$ cat src/rtl/button_debounce.sv
// rtl/button_debounce.sv - per-channel button synchroniser, debouncer and press/release/long-press pulse generator
module button_debounce #(
    parameter int NUM_BTN        = 2,
    parameter int ACTIVE_LOW     = 1,
    parameter int TICK_DIV       = 100000,
    parameter int DEBOUNCE_TICKS = 10,
    parameter int LONG_TICKS     = 1000
) (
    input  logic               clk,
    input  logic               reset_n,
    input  logic [NUM_BTN-1:0] btn_in,
    output logic [NUM_BTN-1:0] btn_level,
    output logic [NUM_BTN-1:0] btn_press,
    output logic [NUM_BTN-1:0] btn_release,
    output logic [NUM_BTN-1:0] btn_long
);

    localparam int TW = (TICK_DIV > 1) ? $clog2(TICK_DIV) : 1;
    localparam int DW = $clog2(DEBOUNCE_TICKS + 1);
    localparam int HW = $clog2(LONG_TICKS + 1);
    localparam logic [TW-1:0] TICK_LAST = TW'(TICK_DIV - 1);
    localparam logic [DW-1:0] DB_LAST   = DW'(DEBOUNCE_TICKS - 1);
    localparam logic [HW-1:0] HOLD_MAX  = HW'(LONG_TICKS);
    localparam logic [HW-1:0] HOLD_LAST = HW'(LONG_TICKS - 1);
    localparam logic [NUM_BTN-1:0] PIN_IDLE = (ACTIVE_LOW != 0) ? '1 : '0;

    typedef enum logic [1:0] {
        S_RELEASED,
        S_PRESS_PEND,
        S_PRESSED,
        S_RELEASE_PEND
    } state_t;

    logic [NUM_BTN-1:0] sync1;
    logic [NUM_BTN-1:0] sync2;
    logic [NUM_BTN-1:0] samp;
    logic [TW-1:0]      tick_cnt;
    logic               tick;

    always_ff @(posedge clk or negedge reset_n) begin
        if (!reset_n) begin
            sync1 <= PIN_IDLE;
            sync2 <= PIN_IDLE;
        end else begin
            sync1 <= btn_in;
            sync2 <= sync1;
        end
    end

    assign samp = (ACTIVE_LOW != 0) ? ~sync2 : sync2;
    assign tick = (tick_cnt == TICK_LAST);

    always_ff @(posedge clk or negedge reset_n) begin
        if (!reset_n) begin
            tick_cnt <= '0;
        end else if (tick) begin
            tick_cnt <= '0;
        end else begin
            tick_cnt <= tick_cnt + 1'b1;
        end
    end

    for (genvar i = 0; i < NUM_BTN; i++) begin : g_ch
        state_t        state, state_nxt;
        logic [DW-1:0] db_cnt, db_nxt;
        logic [HW-1:0] hold_cnt, hold_nxt;
        logic          press_nxt, release_nxt, long_nxt, level_nxt;
        logic          level_q, press_q, release_q, long_q;

        always_ff @(posedge clk or negedge reset_n) begin
            if (!reset_n) begin
                state     <= S_RELEASED;
                db_cnt    <= '0;
                hold_cnt  <= '0;
                level_q   <= 1'b0;
                press_q   <= 1'b0;
                release_q <= 1'b0;
                long_q    <= 1'b0;
            end else begin
                state     <= state_nxt;
                db_cnt    <= db_nxt;
                hold_cnt  <= hold_nxt;
                level_q   <= level_nxt;
                press_q   <= press_nxt;
                release_q <= release_nxt;
                long_q    <= long_nxt;
            end
        end

        always_comb begin
            state_nxt   = state;
            db_nxt      = db_cnt;
            press_nxt   = 1'b0;
            release_nxt = 1'b0;
            if (tick) begin
                case (state)
                    S_RELEASED: begin
                        if (samp[i]) begin
                            if (DEBOUNCE_TICKS == 1) begin
                                state_nxt = S_PRESSED;
                                press_nxt = 1'b1;
                            end else begin
                                state_nxt = S_PRESS_PEND;
                                db_nxt    = DW'(1);
                            end
                        end
                    end
                    S_PRESS_PEND: begin
                        if (!samp[i]) begin
                            state_nxt = S_RELEASED;
                            db_nxt    = '0;
                        end else if (db_cnt == DB_LAST) begin
                            state_nxt = S_PRESSED;
                            db_nxt    = '0;
                            press_nxt = 1'b1;
                        end else begin
                            db_nxt = db_cnt + 1'b1;
                        end
                    end
                    S_PRESSED: begin
                        if (!samp[i]) begin
                            if (DEBOUNCE_TICKS == 1) begin
                                state_nxt   = S_RELEASED;
                                release_nxt = 1'b1;
                            end else begin
                                state_nxt = S_RELEASE_PEND;
                                db_nxt    = DW'(1);
                            end
                        end
                    end
                    S_RELEASE_PEND: begin
                        if (samp[i]) begin
                            state_nxt = S_PRESSED;
                            db_nxt    = '0;
                        end else if (db_cnt == DB_LAST) begin
                            state_nxt   = S_RELEASED;
                            db_nxt      = '0;
                            release_nxt = 1'b1;
                        end else begin
                            db_nxt = db_cnt + 1'b1;
                        end
                    end
                    default: begin
                        state_nxt = S_RELEASED;
                        db_nxt    = '0;
                    end
                endcase
            end

            level_nxt = (state_nxt == S_PRESSED) || (state_nxt == S_RELEASE_PEND);

            // Hold time only accrues on ticks that leave the button pressed, so a
            // release completing on the same tick can never fire btn_long.
            hold_nxt = hold_cnt;
            long_nxt = 1'b0;
            if (press_nxt) begin
                hold_nxt = '0;
            end else if (tick && level_nxt && (hold_cnt != HOLD_MAX)) begin
                hold_nxt = hold_cnt + 1'b1;
                long_nxt = (hold_cnt == HOLD_LAST);
            end
        end

        assign btn_level[i]   = level_q;
        assign btn_press[i]   = press_q;
        assign btn_release[i] = release_q;
        assign btn_long[i]    = long_q;
    end

endmodule

$ cat config.mk
export PLATFORM = sky130hd
export DESIGN_NAME = button_debounce
export DESIGN_NICKNAME = d
export VERILOG_FILES = /design/src/rtl/button_debounce.sv
export SDC_FILE = /design/constraint.sdc
export NUM_CORES = 1
export LEC_CHECK = 0
export BUFFER_PORTS_ARGS = -buffer_cell sky130_fd_sc_hd__buf_2
export CAP_MARGIN = 10
export CORE_ASPECT_RATIO = 0.8
export CORE_UTILIZATION = 59
export CTS_CLUSTER_SIZE = 25
export DETAILED_ROUTE_END_ITERATION = 6
export PLACE_DENSITY = 0.75
export SLEW_MARGIN = 10
export SYNTH_ARGS = -nofsm -noshare
export SYNTH_HDL_FRONTEND = slang
export SYNTH_SLANG_ARGS = --single-unit
$ cat constraint.sdc
create_clock -name clk -period 2.84 [get_ports clk]
set_input_delay 0.142 -clock clk [delete_from_list [all_inputs] [get_ports clk]]
set_output_delay 0.142 -clock clk [all_outputs]
set_load 0.005 [all_outputs]
==> flow_summary.json, run 1 <==
{
  "outcome": "finished with violations",
  "violations": "design-rule violations",
  "final.fill_count": 395,
  "netlist_area_um2": 3220,
  "fp-row-count": 23,
  "cts_buffers": 9,
  "synthDistinctLibCells": 52,
  "setup_viol": 0,
  "ant_nets": 0,
  "route.vias.total": 2463,
  "clk_pin_slew_ns": 0.07,
  "yosysWarnings": 0,
  "die_h_um": 68.0,
  "startpoint_type": "register",
  "final_nets": 352,
  "cts_resized": 0,
  "fin_worst_skew_ns": 0.00804,
  "worst_pin_slew_ns": 1.01,
  "drv_cap": 0,
  "drt-total-wl_mm": 6.21,
  "synth-seq-cells": 61,
  "fmax_ghz": 0.433,
  "p_per_area_nw_per_um2": 505,
  "ys.flop_type": "dfrtp_1",
  "track_usage_pct": 24.9,
  "n_antenna_cell": 0,
  "worstPathArrival_ns": 2.53,
  "start_util_pct": 62.8,
  "period_share_pct": 81.3,
  "cts_setup_buffers": 0,
  "hold_path.class": "register to register",
  "grt_max_degree": 48,
  "critPathCaptureType": "register",
  "ios": 12,
  "yosysSeqAreaShare_pct": 47.6,
  "drcViolationCount": 4,
  "drive_gt1_share_pct": 14.2,
  "leakagePower_nw": 1.53,
  "fp.dieW_um": 84.6,
  "rsz0062_at_grt": "false",
  "finalMaxSlewViolations": 0,
  "clock_path_buffers": 2,
  "antenna_found_initial": 0,
  "finalHoldViolCount": 0,
  "hpwlAfterDp_mm": 4.24,
  "avgSynthCellArea_um2": 9.75,
  "die_area_um2": 5750,
  "gr-total-overflow": 0,
  "cts_root_buffer": "clkbuf_8",
  "path_max_fanout": 6,
  "htreeDepth": 3,
  "cts_tree": "yes",
  "setup_tns_ns": 0,
  "synth_edf_count": 0,
  "synth_cells": 330,
  "synthArstFlopShare_pct": 100,
  "required_ns": 3.06,
  "drtIter0Drc": 150,
  "grt_pass1_vias": 2278,
  "firstDrtPassIters": 7,
  "gp_congestion": 0.927,
  "peakVddDrop_v": 0.000408,
  "syn-num-nets": 343,
  "core-area_um2": 5120,
  "maxSlewHeadroom_pct": 32.4,
  "synthToLayoutAreaGrowth_pct": 9.26,
  "place_inst": 387,
  "finalNonFillerCells": 406,
  "wl_per_cell_um": 15.3,
  "via_per_inst": 6.07,
  "period_minus_slack_ns": 2.31,
  "port_buffers": 11,
  "clk_latency_ns": 0.35,
  "grt_pass1_wl_mm": 10.8,
  "cts_sinks": 61,
  "path_class": "register to register"
}
[worst max-delay path: stages (launching register included)]
cell,delay [ns]
dfrtp_1,0.38
ha_1,0.22
nand4_1,0.32
nor4_2,0.64
nand2_1,0.21
o311ai_1,0.29
o41ai_1,0.12
[sequential cells by signal, summed over array words and instances (netlist names), 4 cells and up]
| name | count |
|---|---|
| g_ch.db_cnt | 8 |
| g_ch.hold_cnt | 20 |
| g_ch.state | 4 |
| tick_cnt | 17 |
[cells by family (layout without fill, tap and decap cells)]
kind of cell / Yosys count / after routing / share of synthesized area [%]
AOI/OAI and AO/OA: 69 / 69 / 13.6
buffers and inverters: 35 / 49 / 5.60
DFF: 61 / 61 / 47.6
muxes: 7 / 7 / 2.18
adders and majority gates: 9 / 9 / 3.50
xor gates and xnor gates: 15 / 15 / 4.08
and+or+nand+nor: 134 / 134 / 23.4
[cell usage after synthesis (all sizes together) (4+ instances only)]
| master | instances | share of area [%] |
|---|---|---|
| nand4 | 11 | 2.1 |
| dfstp | 4 | 3.3 |
| o31ai | 12 | 3.1 |
| xnor2 | 9 | 2.5 |
| ha | 9 | 3.5 |
| nor3 | 8 | 1.6 |
| nand4b | 5 | 1.4 |
| nor2 | 17 | 2.0 |
| o21ai | 27 | 4.2 |
| clkbuf | 7 | 0.82 |
| nand3 | 21 | 3.3 |
| inv | 14 | 1.6 |
| dfrtp | 57 | 44 |
| buf | 14 | 3.2 |
| nand2 | 43 | 5.1 |
| xor2 | 6 | 1.6 |
| and3 | 8 | 1.6 |
| a21oi | 13 | 2.0 |
| mux2i | 7 | 2.2 |
[final cells by class]
type / instances / area (µm²) / share of cell area [%]
tap: 62 / 77.6 / 2.21
inverter: 14 / 52.6 / 1.50
clock inverter: 4 / 70.1 / 1.99
timing repair buffer: 19 / 123 / 3.49
clock buffer: 12 / 155 / 4.41
sequential: 61 / 1530 / 43.6
multi-input combinational: 234 / 1510 / 42.8
[per-stage QoR]
step	cell area, µm²	total power, mW	setup slack, ns	hold slack (ns)	util, %
final	3510	1.78	0.532	0.355	68.6
after global routing	3510	1.83	0.394	0.359	68.6
after CTS	3510	1.80	0.546	0.357	68.6
after detailed placement	3260	0.919	0.581	0.248	63.6
after global placement	3260	0.918	0.683	0.247	63.6
after floorplan	3220	0.896	0.839	-0.154	-
[path summary, 6_finish.rpt]
check                      cells past startpoint  slack (ns)         from                   to
max in group asynchronous                      3        1.62      reset_n         tick_cnt[12]
min reg2reg                                    0        0.36     sync1[0]             sync2[0]
min in group asynchronous                      2        0.51      reset_n  g_ch[0].hold_cnt[2]
max                                            6        0.53  tick_cnt[0]  g_ch[1].hold_cnt[7]
max reg2reg                                    6        0.53  tick_cnt[0]  g_ch[1].hold_cnt[7]
min                                            0        0.36     sync1[0]             sync2[0]
[what timing repair did]
item / CTS / global route
hold buffers: 3 / 0
endpoints found under the setup margin: 0 / 0
hold endpoints to repair: 38 / 0
[layout by cell type, fill, tap and decap left out, types with 3 or more instances in the layout]
master / instances
o211ai_1: 3
nand2_1: 42
xor2_1: 6
nand4_1: 11
o21ai_1: 14
nand4b_1: 5
inv_1: 14
nor3_1: 6
o31ai_1: 10
xnor2_1: 9
and4b_1: 3
a31oi_1: 3
dfstp_2: 4
dlygate4sd3_1: 3
and3_1: 8
buf_2: 11
a21oi_1: 13
o21ai_0: 13
ha_1: 9
mux2i_1: 7
dfrtp_1: 57
nand3_1: 21
buf_4: 5
clkbuf_8: 11
nor2_1: 17
[per-layer routing]
metal  vias up  share of wire (%)  global-route usage [%]
met4         0                1.8                    9.75
met2        62                 44                    37.7
met3        14                5.1                    6.88
li1       1198                  -                       -
met5         -                  0                       0
met1      1189                 49                    34.5
[power by group]
| group | leakage, nW | total (mW) | internal (mW) | switching, mW |
|---|---|---|---|---|
| Combinational | 0.587 | 0.0263 | 0.00734 | 0.0189 |
| Clock | 0.116 | 0.871 | 0.539 | 0.332 |
| Sequential | 0.824 | 0.878 | 0.874 | 0.00413 |
Power figures use the tool's default switching activity.
==> run 2, diff against run 1 <==
==> constraint.sdc (replaced) <==
create_clock -name clk -period 2.3 [get_ports clk]
set_input_delay 0.115 -clock clk [delete_from_list [all_inputs] [get_ports clk]]
set_output_delay 0.115 -clock clk [all_outputs]
set_load 0.005 [all_outputs]
==> run 2 against run 1 <==
  * The flow still finishes with violations (design-rule violations)
  * Clock skew decreased by 0.0014 ns
  * Critical path depth fell by 2
  * Clock power fell by 2.5%
  * Via count shrank 0.49%
  * Global-route usage up 1.0 points
  * Final cell count increased by 1.7%
  * Critical path type unchanged
  * Largest power group unchanged
==> flow_summary.json, run 2 (same netlist as run 1, synthesis figures left out) <==
{
  "ant_nets": 0,
  "antenna_found_initial": 0,
  "path_delay_family": "simple AND/OR/NAND/NOR gates",
  "worstPathCellList": "or4b_4 -> or4_4 -> nand2b_4 -> o31ai_1",
  "outcome": "finished with violations",
  "cts_buffers": 9,
  "wl_per_cell_um": 15.5,
  "finalPower_mw": 1.97,
  "core-area_um2": 5120,
  "port_buffers": 11,
  "gp_congestion": 0.844,
  "internal_power_mw": 1.53,
  "htreeDepth": 3,
  "grt_max_degree": 41,
  "finalMaxSlewViolations": 0,
  "crit_slowest_cell": "or4_4",
  "reg2reg_slack_ns": 0.05,
  "cts_root_buffer": "clkbuf_8",
  "final.fill_count": 396,
  "final_nets": 359,
  "grt_pass1_vias": 2351,
  "fp.dieW_um": 84.6,
  "peakVddDrop_v": 0.000550,
  "cts_sinks": 61,
  "finalHoldViolCount": 0,
  "worst_pin_slew_ns": 0.514,
  "violations": "design-rule violations",
  "pwr-share-clk_pct": 43.1,
  "synthToLayoutAreaGrowth_pct": 10.7,
  "worstPathArrival_ns": 2.50,
  "top_register": "g_ch.hold_cnt",
  "drtIter0Drc": 213,
  "fmax_ghz": 0.444,
  "crit_path_max_incr_delay_ns": 0.66,
  "path_buf_inv": 0,
  "period_share_pct": 97.8,
  "fin_worst_skew_ns": 0.00666,
  "critPathCaptureType": "register",
  "clock_path_buffers": 2,
  "path_max_fanout": 12,
  "period_minus_slack_ns": 2.25,
  "p_sw_uw": 438,
  "p_per_area_nw_per_um2": 553,
  "die_h_um": 68.0,
  "start_util_pct": 62.8,
  "grt_pass1_wl_mm": 11.2,
  "startpoint_type": "register",
  "setup_viol": 0,
  "die_area_um2": 5750,
  "cts_tree": "yes",
  "drive_gt1_share_pct": 16.8,
  "track_usage_pct": 25.9,
  "switching_share_pct": 22.3,
  "rsz0062_at_grt": "false",
  "largest_registers": "g_ch.hold_cnt (20), tick_cnt (17), g_ch.db_cnt (8)",
  "leakagePower_nw": 1.58,
  "required_ns": 2.55,
  "hpwlAfterDp_mm": 4.28,
  "drt-total-wl_mm": 6.38,
  "combPwrFrac_pct": 1.7,
  "setup_tns_ns": 0,
  "n_antenna_cell": 0,
  "gr-total-overflow": 0,
  "ios": 12,
  "layout_commonest_cell": "dfrtp_1",
  "via_per_inst": 5.93,
  "drv_cap": 0,
  "hold_path.class": "input pin to async pin",
  "clk_pin_slew_ns": 0.07,
  "p_seq_share_pct": 55.1,
  "final_cell_mix": "dfrtp_1 (57), nand2_1 (42), nand3_1 (21), nor2_1 (17)",
  "clk_latency_ns": 0.35,
  "drcViolationCount": 4,
  "firstDrtPassIters": 6,
  "fp-row-count": 23,
  "route.vias.total": 2451,
  "path_class": "register to register",
  "maxSlewHeadroom_pct": 65.7,
  "largest_register_ff_count": 20
}
-- run 2: cell types whose count changed in the layout (fill, tap and decap cells not counted) --
cell,before,now
nor4_4,1,2
mux2i_1,7,6
nor4_2,1,0
clkinv_2,2,5
or4b_1,1,0
buf_12,0,2
mux2i_2,0,1
clkbuf_1,1,0
bufinv_16,2,0
buf_4,5,10
or4b_4,1,2
-- run 2: cell type report --
cell class	count	area, µm²	share of cell area, %
multi-input combinational	234	1520	42.7
timing repair buffer	26	200	5.62
inverter	14	52.6	1.48
clock inverter	5	25.0	0.703
clock buffer	11	151	4.25
sequential	61	1530	43.0
tap	62	77.6	2.18
-- run 2: metal layers --
metal	part of all wire [%]	wire length [µm]	vias up	global-route usage (%)
met2	43	2750	51	40.3
met4	1.5	98	0	11.0
met3	4.8	306	12	6.76
met1	51	3220	1173	35.0
met5	0	0	-	0
li1	-	-	1215	-
-- run 2: power by group through the flow --
stage	logic (mW)	registers (mW)	clock network (mW)
final	0.0337	1.08	0.849
after global routing	0.0396	1.08	0.912
after CTS	0.0358	1.08	0.864
after detailed placement	0.0319	1.10	0
after global placement	0.0312	1.10	0
after floorplan	0.00695	1.10	0
-- run 2: final timing paths --
path,cells past startpoint,endpoint,from
worst max-delay path,4,g_ch[1].hold_cnt[3],tick_cnt[12]
worst min-delay path,2,g_ch[1].hold_cnt[5],reset_n
worst max register to register,4,g_ch[1].hold_cnt[3],tick_cnt[12]
worst min register to register,0,sync2[0],sync1[0]
max in group asynchronous,3,sync1[1],reset_n
min in group clk,0,sync2[0],sync1[0]
-- run 2: stage by stage --
stage / instances / hold slack, ns / util, % / setup WS, ns / area [µm²]
CTS: 412 / 0.282 / 69.0 / 0.0500 / 3540
finish: 413 / 0.277 / 69.5 / 0.0501 / 3560
detailed placement: 393 / 0.117 / 65.0 / 0.0866 / 3330
floorplan: 330 / -0.181 / - / 0.299 / 3220
global route: 413 / 0.321 / 69.5 / 0.00813 / 3560
global placement: 393 / 0.118 / 65.0 / 0.149 / 3330
-- run 2: worst register-to-register path, cell delays in order (launching register included) --
cell	delay, ns
dfrtp_1	0.41
or4b_4	0.60
or4_4	0.66
nand2b_4	0.23
o31ai_1	0.25
-- run 2: what timing repair did --
item | in CTS | in global routing
buffers inserted | 0 | 1
setup endpoints to repair | 0 | 11
hold endpoints to repair | 22 | 0
gates resized for setup | 0 | 3
hold buffers | 3 | 0
==> run 3, diff against run 2 <==
--- a/config.mk
+++ b/config.mk
@@ -8,10 +8,10 @@
 export BUFFER_PORTS_ARGS = -buffer_cell sky130_fd_sc_hd__buf_2
 export CAP_MARGIN = 10
 export CORE_ASPECT_RATIO = 0.8
-export CORE_UTILIZATION = 59
+export CORE_UTILIZATION = 55
 export CTS_CLUSTER_SIZE = 25
 export DETAILED_ROUTE_END_ITERATION = 6
-export PLACE_DENSITY = 0.75
+export PLACE_DENSITY = 0.73
 export SLEW_MARGIN = 10
 export SYNTH_ARGS = -nofsm -noshare
 export SYNTH_HDL_FRONTEND = slang
==> constraint.sdc (replaced) <==
create_clock -name clk -period 2 [get_ports clk]
set_input_delay 0.1 -clock clk [delete_from_list [all_inputs] [get_ports clk]]
set_output_delay 0.1 -clock clk [all_outputs]
set_load 0.005 [all_outputs]
==> run 3 against run 2 <==
  * The run ends with negative setup slack left
  * Maximum frequency rose by 7.3%
  * Global-route usage decreased by 1.2 points
  * Final cell count rose by 11%
  * Worst setup slack worse by 0.15 ns
  * Power is 29% higher
  * Hold slack gained 0.0073 ns
  * Via count grew 8.0%
  * Sequential share of layout area down 5.1 points
  * Utilization is 3.2 points higher
  * Routed wire length up 7.8%
  * Critical path type unchanged
==> flow_summary.json, run 3 (same netlist as run 1, synthesis figures left out) <==
{
  "largest_registers": "g_ch.hold_cnt (20), tick_cnt (17), g_ch.db_cnt (8)",
  "dp_slack_ns": -0.0942,
  "hold_path.class": "input pin to async pin",
  "ant_nets": 0,
  "worstPathArrival_ns": 2.38,
  "final_nets": 388,
  "r2r-start": "tick_cnt[11]",
  "via_per_inst": 5.78,
  "fp-row-count": 24,
  "crit_slowest_cell": "or4_4",
  "path_max_fanout": 6,
  "ios": 12,
  "die_h_um": 70.4,
  "gp_congestion": 0.892,
  "finalMaxSlewViolations": 0,
  "p_per_area_nw_per_um2": 627,
  "violations": "negative setup slack",
  "die_area_um2": 6160,
  "critPathCaptureType": "register",
  "finalHoldViolCount": 0,
  "finalPower_mw": 2.53,
  "clk_pin_slew_ns": 0.07,
  "synthToLayoutAreaGrowth_pct": 25.5,
  "start_util_pct": 57.9,
  "worstPathCellList": "or4b_4 -> or4_4 -> nand2b_4 -> nor3b_2 -> a21o_1",
  "wl_per_cell_um": 15.0,
  "worst_pin_slew_ns": 0.545,
  "startpoint_type": "register",
  "antenna_found_initial": 0,
  "grt_max_degree": 26,
  "final_cell_mix": "dfrtp_1 (57), nand2_1 (34), buf_4 (32), nand3_1 (21), nor2_1 (16)",
  "cts_root_buffer": "clkbuf_8",
  "rsz0062_at_grt": "true",
  "cts_sinks": 61,
  "clk_latency_ns": 0.34,
  "fin_worst_skew_ns": 0.00798,
  "period_share_pct": 105,
  "period_minus_slack_ns": 2.10,
  "grt_pass1_vias": 2557,
  "required_ns": 2.28,
  "drtIter0Drc": 165,
  "port_buffers": 11,
  "critPathLaunch": "tick_cnt[11]",
  "hpwlAfterDp_mm": 4.64,
  "finish.utilization_pct": 72.7,
  "outcome": "finished with violations",
  "core-area_um2": 5560,
  "drt-total-wl_mm": 6.88,
  "top_register": "g_ch.hold_cnt",
  "final.fill_count": 378,
  "fmax_ghz": 0.477,
  "timing.hold.ws_ns": 0.285,
  "layout_commonest_cell": "dfrtp_1",
  "peakVddDrop_v": 0.000490,
  "maxSlewHeadroom_pct": 63.7,
  "cts_buffers": 9,
  "path_class": "register to register",
  "route.vias.total": 2648,
  "grt_pass1_wl_mm": 11.6,
  "track_usage_pct": 24.7,
  "largest_register_ff_count": 20,
  "cts_tree": "yes",
  "drv_cap": 0,
  "worst_slack_ns": -0.0963,
  "setup_viol": 21,
  "crit_path_max_incr_delay_ns": 0.59,
  "drive_gt1_share_pct": 32.6,
  "gr-total-overflow": 0,
  "firstDrtPassIters": 5,
  "leakagePower_nw": 1.80,
  "n_antenna_cell": 0,
  "fp.dieW_um": 87.5,
  "clock_path_buffers": 2,
  "drcViolationCount": 0,
  "htreeDepth": 3
}
-- run 3: cell count changes in the layout (fill, tap and decap cells not counted), moves of 6 or more --
cell and delta:
buf_4 +22, o21ai_0 -10, buf_6 +9, nand2_1 -8, o21ai_2 +8, o31ai_1 -8
o31ai_2 +7, nand2_2 +6
-- run 3: stage by stage --
step           cell area [µm²]  TNS [ns]  instances
2_1_floorplan             3220         0        330
3_3_place_gp              3500    -0.464        433
3_5_place_dp              3500    -0.916        433
4_1_cts                   3870    -0.705        455
5_1_grt                   4040     -2.85        458
6_report                  4040     -1.00        458
-- run 3: path summary, 6_finish.rpt --
check / endpoint / slack, ns / depth (start not counted)
hold reg to reg: sync2[1] / 0.35 / 0
min in group clk: sync2[1] / 0.35 / 0
max in group asynchronous: sync1[1] / 1.01 / 3
setup reg to reg: g_ch[1].hold_cnt[0] / -0.1 / 5
hold / removal: g_ch[0].hold_cnt[2] / 0.28 / 2
setup / recovery: g_ch[1].hold_cnt[0] / -0.1 / 5
-- run 3: metal layers --
metal | share of wire [%] | global-route usage [%] | up-vias
li1 | - | - | 1275
met1 | 46 | 32.8 | 1286
met2 | 47 | 37.8 | 71
met3 | 5.0 | 8.27 | 16
met4 | 1.9 | 8.38 | 0
met5 | 0 | 0 | -
-- run 3: layout make-up --
class                           instances  area (µm²)  share of cell area (%)
Inverter                               14        52.6                    1.30
Clock buffer                           12         155                    3.84
Sequential cell                        61        1530                    37.9
Tap cell                               78        97.6                    2.42
Timing Repair Buffer                   55         427                    10.6
Clock inverter                          4        70.1                    1.74
Multi-Input combinational cell        234        1700                    42.2
-- run 3: power breakdown --
| part | switching [mW] | leakage [nW] | internal [mW] |
|---|---|---|---|
| clock network | 0.480 | 0.116 | 0.766 |
| logic | 0.0268 | 0.855 | 0.0105 |
| registers | 0.00587 | 0.824 | 1.24 |
| total | 0.512 | 1.80 | 2.02 |
-- run 3: worst max-delay path: cells and delay by family, from the launching register on --
kind | cells | cell delay (ns)
AOI/OAI and AO/OA | 1 | 0.10
DFF | 1 | 0.38
and+or+nand+nor | 4 | 1.57
-- run 3: timing repair --
| action | 4_1_cts | 5_1_grt |
|---|---|---|
| hold endpoints to repair | 23 | 0 |
| resized for setup | 20 | 44 |
| hold buffers | 3 | 0 |
| endpoints found under the setup margin | 24 | 40 |
| pin swaps | 10 | 10 |
| buffers inserted | 3 | 5 |
